--- config.mk ---
export PLATFORM = sky130hd
export DESIGN_NAME = glitch_filter_n
export DESIGN_NICKNAME = d
export VERILOG_FILES = /design/src/rtl/glitch_filter_n.sv
export SDC_FILE = /design/constraint.sdc
export NUM_CORES = 1
export LEC_CHECK = 0
export CORE_MARGIN = 4
export CORE_UTILIZATION = 57
export DETAILED_ROUTE_END_ITERATION = 10
export PLACE_DENSITY = 0.89
export SYNTH_ARGS = -nofsm -noshare
export SYNTH_HDL_FRONTEND = slang
export SYNTH_SLANG_ARGS = --single-unit
export TNS_END_PERCENT = 100
--- constraint.sdc ---
create_clock -name clk -period 5.4 [get_ports clk]
set_input_delay 1.62 -clock clk [delete_from_list [all_inputs] [get_ports clk]]
set_output_delay 1.62 -clock clk [all_outputs]
set_load 0.01 [all_outputs]
--- src/rtl/glitch_filter_n.sv ---
// Multi-channel synchronised glitch filter: a new input level must persist for
// STABLE enabled cycles before y follows it; shorter excursions count as glitches.
module glitch_filter_n #(
  parameter int unsigned CHANNELS    = 4,
  parameter int unsigned STABLE      = 4,
  parameter int unsigned SYNC_STAGES = 2,
  parameter int unsigned GCNT_W      = 8
) (
  input  logic                clk,
  input  logic                rst,
  input  logic                en,
  input  logic                clr,
  input  logic [CHANNELS-1:0] x,
  output logic [CHANNELS-1:0] y,
  output logic [CHANNELS-1:0] rise,
  output logic [CHANNELS-1:0] fall,
  output logic                glitch_any,
  output logic [GCNT_W-1:0]   glitch_cnt
);

  localparam int unsigned CW = $clog2(STABLE + 1);
  localparam int unsigned PW = $clog2(CHANNELS + 1);
  localparam int unsigned SW = GCNT_W + PW;
  localparam logic [CW-1:0] CNT_LAST = CW'(STABLE - 1);
  localparam logic [SW-1:0] GCNT_MAX = SW'({GCNT_W{1'b1}});

  logic [CHANNELS-1:0] sync_q [SYNC_STAGES];
  logic [CHANNELS-1:0] s;
  logic [CW-1:0]       cnt_q [CHANNELS];
  logic [CW-1:0]       cnt_d [CHANNELS];
  logic [CHANNELS-1:0] y_d;
  logic [CHANNELS-1:0] rise_d;
  logic [CHANNELS-1:0] fall_d;
  logic [CHANNELS-1:0] ev;
  logic [PW-1:0]       pop;
  logic [SW-1:0]       sum;
  logic [GCNT_W-1:0]   gcnt_d;
  logic                gany_d;

  // Synchroniser chain, free-running regardless of en
  always_ff @(posedge clk or posedge rst) begin
    if (rst) begin
      for (int unsigned k = 0; k < SYNC_STAGES; k++) sync_q[k] <= '0;
    end else begin
      sync_q[0] <= x;
      for (int unsigned k = 1; k < SYNC_STAGES; k++) sync_q[k] <= sync_q[k-1];
    end
  end

  assign s = sync_q[SYNC_STAGES-1];

  // Per-channel stability counter: accept after STABLE mismatching cycles,
  // flag a glitch when the level returns before that
  always_comb begin
    y_d    = y;
    rise_d = '0;
    fall_d = '0;
    ev     = '0;
    for (int unsigned i = 0; i < CHANNELS; i++) begin
      cnt_d[i] = cnt_q[i];
      if (en) begin
        if (s[i] == y[i]) begin
          cnt_d[i] = '0;
          ev[i]    = (cnt_q[i] != '0);
        end else if (cnt_q[i] == CNT_LAST) begin
          cnt_d[i]  = '0;
          y_d[i]    = s[i];
          rise_d[i] = s[i];
          fall_d[i] = ~s[i];
        end else begin
          cnt_d[i] = cnt_q[i] + CW'(1);
        end
      end
    end
  end

  // Saturating glitch accounting; clr takes priority over same-cycle events
  always_comb begin
    pop = '0;
    for (int unsigned i = 0; i < CHANNELS; i++) pop = pop + PW'(ev[i]);
    sum    = SW'(glitch_cnt) + SW'(pop);
    gcnt_d = glitch_cnt;
    gany_d = glitch_any;
    if (clr) begin
      gcnt_d = '0;
      gany_d = 1'b0;
    end else if (pop != '0) begin
      gcnt_d = (sum > GCNT_MAX) ? '1 : sum[GCNT_W-1:0];
      gany_d = 1'b1;
    end
  end

  always_ff @(posedge clk or posedge rst) begin
    if (rst) begin
      y          <= '0;
      rise       <= '0;
      fall       <= '0;
      glitch_cnt <= '0;
      glitch_any <= 1'b0;
      for (int unsigned i = 0; i < CHANNELS; i++) cnt_q[i] <= '0;
    end else begin
      y          <= y_d;
      rise       <= rise_d;
      fall       <= fall_d;
      glitch_cnt <= gcnt_d;
      glitch_any <= gany_d;
      for (int unsigned i = 0; i < CHANNELS; i++) cnt_q[i] <= cnt_d[i];
    end
  end

endmodule

==> reports/metrics.cfg <==
[outcome]
outcome=complete, no violations

[sta]
fmax_ghz=0.2215
skew_ns=0.01732
finalCritPeriodShare_pct=83.61
relSlewSlack_pct=61.30
drv_slew=0
setup_tns_ns=0
final_hold_viol_count=0
worst_pin_slew_ns=0.5761
period_minus_slack_ns=4.515
setup_viol=0
rsz0062_at_grt=false

[worst_setup_path]
cp-start-kind=input port
worstSetupStartpoint=en
path_class=input port to flip-flop
reg2reg_depth=11
cp-endpoint=glitch_cnt[4]$_DFFE_PP0P_
cp-end-kind=flip-flop
worstPathRequired_ns=5.63
crit_arrival_ns=4.74
regToRegEndpoint=glitch_cnt[4]$_DFFE_PP0P_
reg2reg_from=y[0]$_DFFE_PP0P_
rrSetupSlack_ns=2.07
worstPathMaxFanout=14

[final_layout]
diodes=0
fin_cells=244
drive_gt1_share_pct=10.00
multi_input_area_sq_um=798.3
nFillCells=243
final_nets=222
regArea_sq_um=1026
layout_common_cells=dfrtp_1 (41), clkdlybuf4s50_1 (28), inv_1 (16), nand3_1 (14), ha_1 (13)
synthToLayoutAreaGrowth_pct=20.78
layout_commonest_cell=dfrtp_1

[pwr]
p_leak_uw=0.001075
ir_drop_mv=0.2912
p_per_area_nw_per_um2=402.6
total_power_uw=936.9

[grt]
grt_pass1_vias=1439
grt_pass1_wl_mm=6.210
grt-ovfl-total=0
antenna_found_initial=0
grt_max_degree=42
grt.total_usage_pct=18.80

[detailed_routing]
via_per_inst=5.545
first_iter_violations=132
drc=0
ant_nets=0
num_vias=1353
wl_per_cell_microns=14.55
firstDrtPassIters=4
drt_wl_total_mm=3.549

[clock_network]
clk_pin_slew_ns=0.11
cts-root-buf=clkbuf_4
cts_buffers=5
cts_setup_buffers=0
htreeDepth=2
post_cts_resized=0
clkSinkCount=41
insertion_delay_ns=0.35
cts_tree=built
hold_buffers=0
clk_path_buf_depth=2

[synth]
yosys_warnings=0
ys_seq_area_share_pct=53.25
netlist_instances=167
synth_area_sq_um=1927
netlist-cell-type-count=36
ys.flop_type=dfrtp_1
async_flop_share_pct=100.0
synth_seq_cells=41
avgSynthCellArea_sq_um=11.54
postSynthNetCount=190
synth_enable_flop_cells=0

[placed_design]
port_buffers=28
dp.final_hpwl_mm=2.662
gp_congestion=0.8410
dp_cells=236

[floorplan]
io-pin-count=29
die_w_microns=66.14
rows=20
dieArea_sq_um=4375
dieHeight_microns=66.14
start_util_pct=61.11
coreArea_sq_um=3153

[worst_hold_path]
hold_path.class=flip-flop to flip-flop

[flow_run]
drv_cap=0

==> sequential cells by signal, indices dropped and copies added (netlist names) <==
| name | flops |
|---|---|
| fall | 4 |
| cnt_q | 12 |
| glitch_any | 1 |
| s | 4 |
| glitch_cnt | 8 |
| rise | 4 |
| y | 4 |
| sync_q | 4 |
==> routing by layer <==
metal / track usage, % / vias up / wire [microns]
met4: 9.391 / 0 / 71
li1: - / 648 / -
met3: 4.592 / 7 / 125
met2: 31.97 / 32 / 1849
met5: 0 / - / 0
met1: 21.92 / 666 / 1503
==> cell families after synthesis <==
logic type,Yosys count,share of synthesized area [%]
XOR/XNOR,5,2.273
flip-flops,41,53.25
adder cells (fa/ha/maj),15,10.52
AO/OA/AOI/OAI,33,10.78
AND/OR/NAND/NOR,47,15.52
multiplexers,4,2.337
buffers and inverters,22,5.324
==> worst min-delay path by stage <==
stage,cells past startpoint,start,endpoint,slack [ns]
6_report,0,sync_q[5]$_DFF_PP0_,s[1]$_DFF_PP0_,0.36
5_1_grt,0,sync_q[4]$_DFF_PP0_,s[0]$_DFF_PP0_,0.38
4_1_cts,0,sync_q[5]$_DFF_PP0_,s[1]$_DFF_PP0_,0.37
3_5_place_dp,0,sync_q[4]$_DFF_PP0_,s[0]$_DFF_PP0_,0.34
3_3_place_gp,0,sync_q[6]$_DFF_PP0_,s[2]$_DFF_PP0_,0.33
2_1_floorplan,0,sync_q[4]$_DFF_PP0_,s[0]$_DFF_PP0_,0.33
==> metrics by stage <==
stage          cell area (sq um)  hold slack, ns  util [%]  worst slack (ns)
3_5_place_dp                2242          0.3355     71.11            0.5699
4_1_cts                     2327          0.3664     73.81            0.9351
2_1_floorplan               1927          0.3312         -             1.033
3_3_place_gp                2242          0.3326     71.11            0.6886
6_report                    2327          0.3618     73.81            0.8851
5_1_grt                     2327          0.3792     73.81            0.6766
==> layout make-up <==
cell class                 count  area share [%]
tap                           44           2.366
multi-input combinational    104           34.30
clock inverter                 1           1.290
sequential                    41           44.09
timing repair buffer          31           13.01
clock buffer                   7           2.366
inverter                      16           2.581
==> where the power goes <==
group	internal, uW	switching (uW)	total, uW
sequential	358	40.9	399
combinational	157	176	333
clock	111	94.2	205
total	626	311	937
==> critical path, cell delays in order <==
cell,delay [ns]
clkdlybuf4s50_1,0.56
buf_4,0.21
nand3_1,0.11
fa_1,0.53
inv_1,0.05
ha_1,0.20
ha_1,0.36
fa_1,0.47
a21oi_1,0.30
nor3b_1,0.11
o21bai_1,0.16
a31oi_1,0.06
==> cells in the mapped netlist (2+ instances only) <==
master    number  area share [%]
dfrtp_1       41              53
inv_1         16             3.1
nand3_1       14             3.6
ha_1          13             8.4
nor3b_1       10             3.9
a21oi_1        7             1.8
o21ai_0        7             1.8
nand2_1        6             1.2
a31oi_1        5             1.6
xnor2_1        5             2.3
mux2_2         4             2.3
nor2_1         4            0.78
and3_1         3            0.97
o21a_1         3             1.2
a21o_1         2            0.78
buf_6          2             1.2
fa_1           2             2.1
nand2b_1       2            0.65
nor3_2         2             1.0
o22ai_1        2            0.65
o31ai_1        2            0.78
Note: power is estimated with default switching activity, not from simulation.
